<file path="src/rtl/rr_arbiter_pkg.sv">
// Shared definitions for the round-robin arbiter: FSM state encoding and counter width.
package rr_arbiter_pkg;

  typedef enum logic {
    ARB_IDLE = 1'b0,
    ARB_BUSY = 1'b1
  } arb_state_t;

  localparam int unsigned GRANTCNT_W = 32;

endpackage

</file>
<file path="src/rtl/rr_pick.sv">
// Combinational round-robin pick: first set request bit searching from pointer upward,
// wrapping modulo N. Result is one-hot pick plus its binary index.
module rr_pick #(
  parameter  int N   = 16,
  localparam int IDW = $clog2(N)
) (
  input  logic [N-1:0]   request,
  input  logic [IDW-1:0] pointer,
  output logic [N-1:0]   pick,
  output logic [IDW-1:0] pick_id,
  output logic           any
);

  logic [N-1:0] rot_req;
  logic [N-1:0] rot_pick;
  logic         found;

  // Rotate so pointer lands at bit 0, fixed-priority scan, then rotate back.
  always_comb begin
    rot_req  = N'({request, request} >> pointer);
    rot_pick = '0;
    found    = 1'b0;
    for (int unsigned i = 0; i < N; i++) begin
      if (rot_req[i] && !found) begin
        rot_pick[i] = 1'b1;
        found       = 1'b1;
      end
    end
    pick    = N'(({rot_pick, rot_pick} << pointer) >> N);
    pick_id = '0;
    for (int unsigned i = 0; i < N; i++) begin
      if (pick[i]) pick_id = IDW'(i);
    end
  end

  assign any = |request;

endmodule

</file>
<file path="src/rtl/rr_arbiter.sv">
// Registered round-robin arbiter with grant hold, optional tenure cap (MAXHOLD) and
// optional grant counter enabled by defining RR_ARBITER_GRANTCNT_EN.
module rr_arbiter
  import rr_arbiter_pkg::*;
#(
  parameter  int N       = 16,
  parameter  int MAXHOLD = 0,
  localparam int IDW     = $clog2(N)
) (
  input  logic           clk,
  input  logic           nreset,
  input  logic [N-1:0]   request,
  input  logic           done,
  output logic [N-1:0]   grant,
  output logic           grant_valid,
  output logic [IDW-1:0] grant_id
`ifdef RR_ARBITER_GRANTCNT_EN
  ,
  output logic [GRANTCNT_W-1:0] grant_count
`endif
);

  localparam int              HCW       = $clog2(MAXHOLD + 2);
  localparam logic [HCW-1:0]  HOLD_LAST = HCW'((MAXHOLD == 0) ? 0 : MAXHOLD - 1);
  localparam logic [IDW-1:0]  LAST_ID   = IDW'(N - 1);

  arb_state_t     state;
  logic [IDW-1:0] pointer;
  logic [IDW-1:0] next_ptr;
  logic [IDW-1:0] pick_ptr;
  logic [HCW-1:0] hold_cnt;
  logic [N-1:0]   pick;
  logic [IDW-1:0] pick_id;
  logic           any;
  logic           forced;
  logic           release_now;
  logic           load_new;

  // On release the search already uses the advanced pointer, so re-arbitration has no bubble.
  always_comb begin
    forced      = (MAXHOLD != 0) && (hold_cnt == HOLD_LAST) && (|(request & ~grant));
    release_now = (state == ARB_BUSY) && (done || !request[grant_id] || forced);
    next_ptr    = (grant_id == LAST_ID) ? '0 : grant_id + 1'b1;
    pick_ptr    = release_now ? next_ptr : pointer;
    load_new    = any && ((state == ARB_IDLE) || release_now);
  end

  rr_pick #(.N(N)) u_pick (
    .request (request),
    .pointer (pick_ptr),
    .pick    (pick),
    .pick_id (pick_id),
    .any     (any)
  );

  always_ff @(posedge clk or negedge nreset) begin
    if (!nreset) begin
      state       <= ARB_IDLE;
      pointer     <= '0;
      hold_cnt    <= '0;
      grant       <= '0;
      grant_valid <= 1'b0;
      grant_id    <= '0;
    end else begin
      if (release_now) pointer <= next_ptr;
      if (load_new) begin
        state       <= ARB_BUSY;
        grant       <= pick;
        grant_id    <= pick_id;
        grant_valid <= 1'b1;
        hold_cnt    <= '0;
      end else if (release_now) begin
        state       <= ARB_IDLE;
        grant       <= '0;
        grant_id    <= '0;
        grant_valid <= 1'b0;
        hold_cnt    <= '0;
      end else if ((state == ARB_BUSY) && (hold_cnt != '1)) begin
        hold_cnt <= hold_cnt + 1'b1;
      end
    end
  end

`ifdef RR_ARBITER_GRANTCNT_EN
  always_ff @(posedge clk or negedge nreset) begin
    if (!nreset) grant_count <= '0;
    else if (load_new) grant_count <= grant_count + 1'b1;
  end
`endif

endmodule

</file>
<file path="config.mk">
export PLATFORM = sky130hd
export DESIGN_NAME = rr_arbiter
export DESIGN_NICKNAME = d
export VERILOG_FILES = /design/src/rtl/rr_arbiter_pkg.sv /design/src/rtl/rr_pick.sv /design/src/rtl/rr_arbiter.sv
export SDC_FILE = /design/constraint.sdc
export NUM_CORES = 1
export LEC_CHECK = 0
export CAP_MARGIN = 20
export CORE_MARGIN = 10
export CORE_UTILIZATION = 34
export CTS_BUF_LIST = sky130_fd_sc_hd__clkbuf_8
export DETAILED_ROUTE_END_ITERATION = 8
export SLEW_MARGIN = 20
export SYNTH_ARGS = -nofsm -noshare
export SYNTH_HDL_FRONTEND = slang
export SYNTH_SLANG_ARGS = --single-unit
export TNS_END_PERCENT = 100
</file>
<file path="constraint.sdc">
create_clock -name clk -period 5.9 [get_ports clk]
set_input_delay 1.18 -clock clk [delete_from_list [all_inputs] [get_ports clk]]
set_output_delay 1.18 -clock clk [all_outputs]
set_load 0.01 [all_outputs]
</file>
==> out/results.ini <==
[setup_path]
worst-r2r-setup-slack_ns = 0.94
crit_type = in -> reg
r2r-start = grant_id[0]
cp-start-kind = input port
worst-endpoint-arrival_ns = 5.80
cp-end-kind = register
worstRegToRegCells = 15
crit_required_ns = 6.02
r2r_end = grant_id[3]
path_max_fanout = 22

[route]
dr_total_vias = 4857
wl_per_cell_um = 21.24
first_pass_iters = 7
drc = 0
wirelength_um = 15700
vias_per_cell = 6.572
drtAntennaViolNets = 0
drt_iter0_drc = 508

[sta]
setup_tns_ns = 0
rsz0062_at_grt = false
period_share_pct = 96.12
fin_skew_ns = 0.01123
fin_crit_ns = 5.671
timing.fmax_ghz = 0.1763
tightestPinTransition_ns = 0.7599
slew_headroom_pct = 49.31
setup_viol = 0
finalHoldViolCount = 0
maxSlewViolCount = 0
worst_slack_ns = 0.2290

[synthesis]
synthCells = 507
syn_nets = 527
synth_flop_cell = dfrtp_1
syn_area_per_cell_um2 = 7.707
synth_edf_count = 0
async_reset_ff_share_pct = 100.0
synth_warnings = 0
ys_seq_elements = 25
synth_cell_types = 85
synth_area_um2 = 3907
ys_seq_area_share_pct = 16.01

[clock_network]
post_cts_buffers = 0
cts_tree = yes
h-tree-depth = 1
clock_latency_ns = 0.27
clock_sinks = 25
clk_pin_slew_worst_paths_ns = 0.09
clockRootBuffer = clkbuf_8
numCtsBuffers = 3
holdBufCountCts = 0
clockBufferDepth = 2

[layout]
n_antenna_cell = 0
layout.nets = 617
final_cell_mix = buf_4 (88), nand2_1 (44), nor2_1 (41)
final_common_cell = buf_4
syn2layout_area_growth_pct = 29.94
drive_gt1_share_pct = 23.66

[die]
fp.dieH_um = 127.2
start_util_pct = 34.52
fp.dieArea_um2 = 16180
die_w_um = 127.2
std_cell_rows = 39
core_area_um2 = 11320
io-pin-count = 40

[global_routing]
grt_pass1_wl_um = 25060
grt_max_degree = 47
grt_pass1_vias = 4551
antenna_found_initial = 0
track_usage_pct = 18.37
grt_remaining_overflow = 0

[placement]
dp_hpwl_um = 12120
port_buffers = 39
place_congestion = 0.9838
post-place-ws_ns = 0.03398

[job]
maxCapViolCount = 0

[min_path]
min_to = grant[8]
min_path_cells = 2
hold_class = reg -> reg
min_from = grant[8]

[outcome]
outcome = finished clean

## sequential cells by signal, indices dropped and copies added (netlist names)
| signal | flops |
|---|---|
| grant | 16 |
| grant_id | 4 |
| pointer | 4 |
| state | 1 |
## logic make-up after synthesis
kind of cell | Yosys count | synth area share (%)
AOI/OAI and AO/OA | 222 | 43.87
DFF | 25 | 16.01
buffers and inverters | 63 | 7.557
adders and majority gates | 1 | 0.3202
xor gates and xnor gates | 1 | 0.2242
and+or+nand+nor | 168 | 22.73
muxes | 27 | 9.286
## metrics by stage
stage               hold slack, ns  std cells  util [%]  area (um2)
finish                      0.4757        739     44.85        5077
CTS                         0.4827        739     44.61        5050
global placement            0.4503        735     44.20        5004
floorplan                   0.5070        507         -        3908
detailed placement          0.4614        735     44.20        5004
global route                0.5114        739     44.85        5077
## critical path, stage by stage
cell and delay, ns:
clkdlybuf4s50_1 0.59, mux2_2 0.20, o22ai_1 0.11, o31ai_1 0.48, o21ai_2 0.25, buf_12 0.22, a311oi_1 0.31, a22oi_1 0.22
buf_4 0.22, buf_4 0.15, mux2i_1 0.29, o21ai_0 0.19, a32oi_1 0.30, nor2_1 0.11, o22ai_1 0.22, nor3_2 0.09
a2111oi_1 0.50, a32oi_1 0.17
## cell type report
type,count,area (um2)
clock buffers,3,41.29
clock inverters,1,5.005
fillers,1132,6243
inverters,17,66.31
multi-input cells,419,3034
flip-flops and latches,25,625.6
well taps,143,178.9
repair buffers,131,1126
## how the worst max path moves through the flow
stage	startpoint	to	slack, ns
2_1_floorplan	request[5]	grant_id[3]	1.01
3_3_place_gp	request[4]	grant_id[3]	0.07
3_5_place_dp	request[4]	grant_id[3]	0.03
4_1_cts	request[4]	grant_id[3]	0.24
5_1_grt	request[12]	grant_id[3]	0.005
6_report	request[2]	grant_id[3]	0.23
## what timing repair did
item,in CTS,in global routing
endpoints found under the setup margin,0,5
resized for setup,0,6
endpoints found under the hold margin,0,0
## synthesized netlist by cell type (10+ instances only)
master | instances | area, um2
o22ai_1 | 13 | 81.33
a21oi_1 | 27 | 135.1
nand4_1 | 11 | 68.82
o21ai_0 | 34 | 170.2
nor4_1 | 10 | 62.56
o32ai_1 | 11 | 96.34
nand3_1 | 12 | 60.06
inv_1 | 14 | 52.55
nor2_1 | 42 | 157.7
a31oi_1 | 11 | 68.82
nand2_1 | 44 | 165.2
mux2i_1 | 16 | 160.2
a22o_1 | 10 | 87.58
dfrtp_1 | 25 | 625.6
clkbuf_1 | 24 | 90.09
nor3_1 | 11 | 55.05
o211ai_1 | 12 | 90.09
## per-layer routing
metal | vias up | GRT usage, % | wire (um)
met5 | - | 0 | 0
met4 | 0 | 5.023 | 412
met3 | 39 | 4.384 | 1418
met2 | 265 | 28.61 | 7044
met1 | 2331 | 24.71 | 6823
li1 | 2222 | - | -
Power is left out: the tool's default activity adds up to more than one toggle a clock period on the data nets, which glitch-free logic cannot reach.
